<file path="config.mk">
export PLATFORM = sky130hd
export DESIGN_NAME = uart_tx_arbiter
export DESIGN_NICKNAME = d
export VERILOG_FILES = /design/src/rtl/uart_pkg.sv /design/src/rtl/uart_rr_pick.sv /design/src/rtl/uart_tx_arbiter.sv
export SDC_FILE = /design/constraint.sdc
export NUM_CORES = 1
export LEC_CHECK = 0
export CAP_MARGIN = 20
export CORE_ASPECT_RATIO = 1.4
export CORE_MARGIN = 4
export CORE_UTILIZATION = 44
export CTS_CLUSTER_SIZE = 25
export DETAILED_ROUTE_END_ITERATION = 7
export PLACE_DENSITY_LB_ADDON = 0.08
export SLEW_MARGIN = 20
export SYNTH_ARGS = -nofsm -noshare
export SYNTH_HDL_FRONTEND = slang
export SYNTH_SLANG_ARGS = --single-unit
</file>
<file path="constraint.sdc">
create_clock -name clk -period 3.4 [get_ports clk]
set_input_delay 0.68 -clock clk [delete_from_list [all_inputs] [get_ports clk]]
set_output_delay 0.68 -clock clk [all_outputs]
set_load 0.005 [all_outputs]
</file>
<file path="src/rtl/uart_pkg.sv">
// Shared types and default sizing for the UART TX arbiter.
package uart_pkg;

  localparam int UART_NUM_REQ      = 4;
  localparam int UART_BUSY_TIMEOUT = 16;

  typedef enum logic [1:0] {
    ST_IDLE,
    ST_START,
    ST_WAIT_BUSY,
    ST_WAIT_DONE
  } arb_state_e;

endpackage

</file>
<file path="src/rtl/uart_rr_pick.sv">
// Round-robin pick: first set request above i_last, wrapping.
module uart_rr_pick #(
  parameter  int NUM_REQ = 4,
  localparam int IW      = $clog2(NUM_REQ)
) (
  input  logic [NUM_REQ-1:0] i_req,
  input  logic [IW-1:0]      i_last,
  output logic               o_any,
  output logic [IW-1:0]      o_idx
);

  logic [IW:0] w_sum;

  assign o_any = |i_req;

  // Walk from lowest to highest priority so the nearest match wins.
  always_comb begin
    o_idx = '0;
    w_sum = '0;
    for (int k = NUM_REQ; k >= 1; k--) begin
      w_sum = {1'b0, i_last} + (IW+1)'(k);
      if (w_sum >= (IW+1)'(NUM_REQ))
        w_sum = w_sum - (IW+1)'(NUM_REQ);
      if (i_req[w_sum[IW-1:0]])
        o_idx = w_sum[IW-1:0];
    end
  end

endmodule

</file>
<file path="src/rtl/uart_tx_arbiter.sv">
// Round-robin arbiter feeding bytes from NUM_REQ requesters
// into one UART transmitter, with a busy-handshake timeout.
module uart_tx_arbiter
  import uart_pkg::*;
#(
  parameter  int NUM_REQ      = UART_NUM_REQ,
  parameter  int BUSY_TIMEOUT = UART_BUSY_TIMEOUT,
  localparam int IW           = $clog2(NUM_REQ),
  localparam int CW           = $clog2(BUSY_TIMEOUT + 1)
) (
  input  logic                 clk,
  input  logic                 rst,
  input  logic [NUM_REQ-1:0]   req_valid,
  input  logic [NUM_REQ*8-1:0] req_data,
  output logic [NUM_REQ-1:0]   req_ready,
  output logic                 tx_start,
  output logic [7:0]           tx_data,
  input  logic                 tx_busy,
  output logic [IW-1:0]        grant_id,
  output logic                 grant_active,
  output logic                 err_timeout
);

  arb_state_e    r_state;
  arb_state_e    w_next;
  logic [IW-1:0] r_last;
  logic [IW-1:0] r_gid;
  logic [IW-1:0] w_win;
  logic [7:0]    r_data;
  logic [CW-1:0] r_cnt;
  logic          w_any;
  logic          w_expired;
  logic          w_release;

  uart_rr_pick #(
    .NUM_REQ(NUM_REQ)
  ) u_pick (
    .i_req (req_valid),
    .i_last(r_last),
    .o_any (w_any),
    .o_idx (w_win)
  );

  // r_cnt counts completed WAIT_BUSY cycles; this one is the last allowed.
  assign w_expired    = (r_cnt >= CW'(BUSY_TIMEOUT - 1));
  assign tx_data      = r_data;
  assign grant_id     = r_gid;
  assign grant_active = (r_state != ST_IDLE);

  always_comb begin
    w_next      = r_state;
    w_release   = 1'b0;
    tx_start    = 1'b0;
    req_ready   = '0;
    err_timeout = 1'b0;
    unique case (r_state)
      ST_IDLE: begin
        if (w_any) w_next = ST_START;
      end
      ST_START: begin
        tx_start         = 1'b1;
        req_ready[r_gid] = 1'b1;
        w_next           = ST_WAIT_BUSY;
      end
      ST_WAIT_BUSY: begin
        if (tx_busy) begin
          w_next = ST_WAIT_DONE;
        end else if (w_expired) begin
          err_timeout = 1'b1;
          w_release   = 1'b1;
          w_next      = ST_IDLE;
        end
      end
      ST_WAIT_DONE: begin
        if (!tx_busy) begin
          w_release = 1'b1;
          w_next    = ST_IDLE;
        end
      end
      default: w_next = ST_IDLE;
    endcase
  end

  always_ff @(posedge clk or negedge rst) begin
    if (!rst) begin
      r_state <= ST_IDLE;
      r_last  <= IW'(NUM_REQ - 1);
      r_gid   <= '0;
      r_data  <= '0;
      r_cnt   <= '0;
    end else begin
      r_state <= w_next;
      if (r_state == ST_IDLE && w_any) begin
        r_gid  <= w_win;
        r_data <= req_data[{w_win, 3'b000} +: 8];
      end
      if (w_release) r_last <= r_gid;
      if (r_state != ST_WAIT_BUSY)
        r_cnt <= '0;
      else if (r_cnt != CW'(BUSY_TIMEOUT))
        r_cnt <= r_cnt + 1'b1;
    end
  end

endmodule

</file>
==> reports/summary.txt <==
Final core area utilization: 0.688
P_leak: 0.748 nW
Net Count, Synth: 173
Root Buffer: clkbuf_4
# fillers: 224
Htree depth: 1
Max VDD drop: 0.000280 V
DP Wirelength: 2.54 mm
Setup violators final: 0
Cells after Synth: 131
Initial core utilization: 0.464
Mean Syn Cell Area: 9.37 um^2
Finished Cell Area: 1820 um^2
Via density: 5.19
Post-route ant nets: 0
Crit-path slowest cell: clkdlybuf4s50_1
Die width: 52.6 um
Startpoint type of the worst setup path: flip-flop
Worst path depth: 6
CTS sink count: 19
Initial DRC Count: 20
Reg2reg path depth: 5
Outcome: finished, final reports clean
Reg2reg end: tx_data[6]$_DFFE_PN0P_
PwrDens: 594 nW/um^2
Area grow syn2layout: 48.2%
Full die area: 3710 um^2
Crit path capture: err_timeout
Max transition margin: 0.456
Top Layer Used: met4
Fin. Hold Viols: 0
Crit share post-route: 0.801
Port Buffers: 55
FFs w/ async S/R, synth: 1.00
Ys flop type: dfrtp_1
Total track usage: 0.173
Setup TNS: 0 ns
Crit path max-delay family: simple AND/OR/NAND/NOR gates
Final wirelength: 3.01 mm
Io pins: 56
First-pass GRT wire length: 4.93 mm
Setup crit start: r_cnt[1]$_DFFE_PN0P_
Setup CP Type: flip-flop to primary output
Ant. Diodes: 0
Multi-input gate area: 654 um^2
Post-CTS setup buffer count: 0
Worst-path cell chain: ha_1 > and3_1 > ha_1 > nor3_1 > nor3_1 > clkdlybuf4s50_1
Share of layout cells above drive strength 1: 0.0695
Longest Clk Path Bufs: 2
Metal2 WL: 1.57 mm
CTS resizes: 0
DRC Markers: 0
Crit. End Element: primary output
Clk Latency, worst-skew pair: 0.30 ns
Vias: 1158
Maximum clock rate: 367 MHz
Register Area: 478 um^2
Pins Over Slew Limit: 0
Post-CTS Hold Buffers: 0
WP data arrival: 2.04 ns
Worst path bufs/invs: 1
WHS: 0.565 ns
GPL Wtd Cong: 0.801
Crit-path max FO: 4
WL met3: 143 um
Unrepaired setup endpoints after global routing: false
Worst-margin pin slew: 0.813 ns
Largest net degree at the start of global routing: 20
Wire per inst: 13.5 um
Synthesized cell area: 1230 um^2
Initial antenna violation count: 0
Tmin final: 2.72 ns
Flop-to-flop setup slack: 1.26 ns
Sequential share of the synthesized area: 0.389
Num CTS Buffers: 3
Clock slew at reported path FFs: 0.10 ns
Worst r2r src: r_last[1]$_DFFE_PN1P_
Hold path depth: 1
FP Rows: 22
Required time of the critical path: 2.72 ns
Final net count: 230
Die H: 70.5 um
Core area: 2640 um^2
#FFs+latches synth: 19
DRT Pass-1 Iters: 2
Met1 wire length: 1.22 mm
Grt total ovfl: 0
CTS tree: built
EDFF count, synth: 0
Final Skew: 0.00162 ns
Number of global-route vias before repair: 1157
Netlist cell types: 34
Crit-path max cell delay: 0.45 ns
Max Cap Violations: 0
YS warnings: 0
Placed cell areas: 1790 um^2
Type of the worst min-delay path: flip-flop to flip-flop
-- sequential cells by signal, summed over array words and instances, names as in the netlist --
register / count
grant_id: 2
r_state: 2
r_cnt: 5
tx_data: 8
r_last: 2
-- kinds of logic after synthesis --
kind of cell / share of synthesized area
and+or+nand+nor: 0.163
AOI/OAI and AO/OA: 0.209
buffers and inverters: 0.0775
DFF: 0.389
muxes: 0.109
xor gates and xnor gates: 0.0214
adders and majority gates: 0.0306
-- how the worst min path moves through the flow --
stage	startpoint	end	slack (ns)
after floorplan	rst	grant_id[0]$_DFFE_PN0P_	0.38
after global placement	r_state[1]$_DFFE_PN0P_	r_state[0]$_DFFE_PN0P_	0.54
after detailed placement	r_state[1]$_DFFE_PN0P_	r_state[0]$_DFFE_PN0P_	0.55
after CTS	r_state[1]$_DFFE_PN0P_	r_state[0]$_DFFE_PN0P_	0.57
after global routing	tx_data[2]$_DFFE_PN0P_	tx_data[2]$_DFFE_PN0P_	0.60
final	r_state[1]$_DFFE_PN0P_	r_state[0]$_DFFE_PN0P_	0.57
-- cell usage after synthesis (2+ instances only) --
cell,count,area (um^2)
a211oi_1,24,180
dfrtp_1,17,425
nor2_1,16,60.1
inv_1,14,52.6
mux2i_1,10,100
nor3_1,5,25.0
nand2_1,4,15.0
ha_1,3,37.5
mux2_2,3,33.8
nor2b_1,3,18.8
a21o_1,2,15.0
and3_1,2,12.5
dfstp_2,2,52.6
nand2b_1,2,12.5
nor3b_1,2,15.0
nor4_1,2,12.5
o21ai_0,2,10.0
xnor2_1,2,17.5
-- routing by layer --
metal / vias up / GRT usage
met5: - / 0
met4: 0 / 0.0994
met3: 5 / 0.0149
met2: 36 / 0.298
met1: 533 / 0.200
li1: 584 / -
-- cell usage in the layout, fill, tap and decap left out, types with 2 or more instances in the layout --
| cell type | Yosys | layout |
|---|---|---|
| a211oi_1 | 24 | 24 |
| a21o_1 | 2 | 2 |
| and3_1 | 2 | 2 |
| clkbuf_4 | 0 | 3 |
| clkdlybuf4s50_1 | 0 | 55 |
| dfrtp_1 | 17 | 17 |
| dfstp_2 | 2 | 2 |
| ha_1 | 3 | 3 |
| inv_1 | 14 | 14 |
| mux2_2 | 3 | 3 |
| mux2i_1 | 10 | 10 |
| nand2_1 | 4 | 4 |
| nand2b_1 | 2 | 2 |
| nor2_1 | 16 | 16 |
| nor2b_1 | 3 | 3 |
| nor3_1 | 5 | 5 |
| nor3b_1 | 2 | 2 |
| nor4_1 | 2 | 2 |
| o21ai_0 | 2 | 2 |
| xnor2_1 | 2 | 2 |
-- report_power, final --
| part | internal (W) | switching, W |
|---|---|---|
| clock network | 0.0000439 | 0.0000672 |
| registers | 0.000327 | 0.0000895 |
| logic | 0.000316 | 0.000237 |
| total | 0.000687 | 0.000394 |
-- stage by stage --
step	setup slack, ns	total power [W]	std cells
5_1_grt	0.498	0.00117	223
3_5_place_dp	0.511	0.000982	219
3_3_place_gp	0.669	0.000954	219
4_1_cts	0.632	0.00110	223
2_1_floorplan	1.51	0.000730	131
6_report	0.676	0.00108	223
-- area by class of cell --
class / count / share of cell area
clock buffers: 3 / 0.0124
clock inverters: 1 / 0.00275
inverters: 15 / 0.0309
multi-input cells: 93 / 0.360
flip-flops and latches: 19 / 0.263
well taps: 36 / 0.0248
repair buffers: 56 / 0.307
Note: power is estimated with default switching activity, not from simulation.
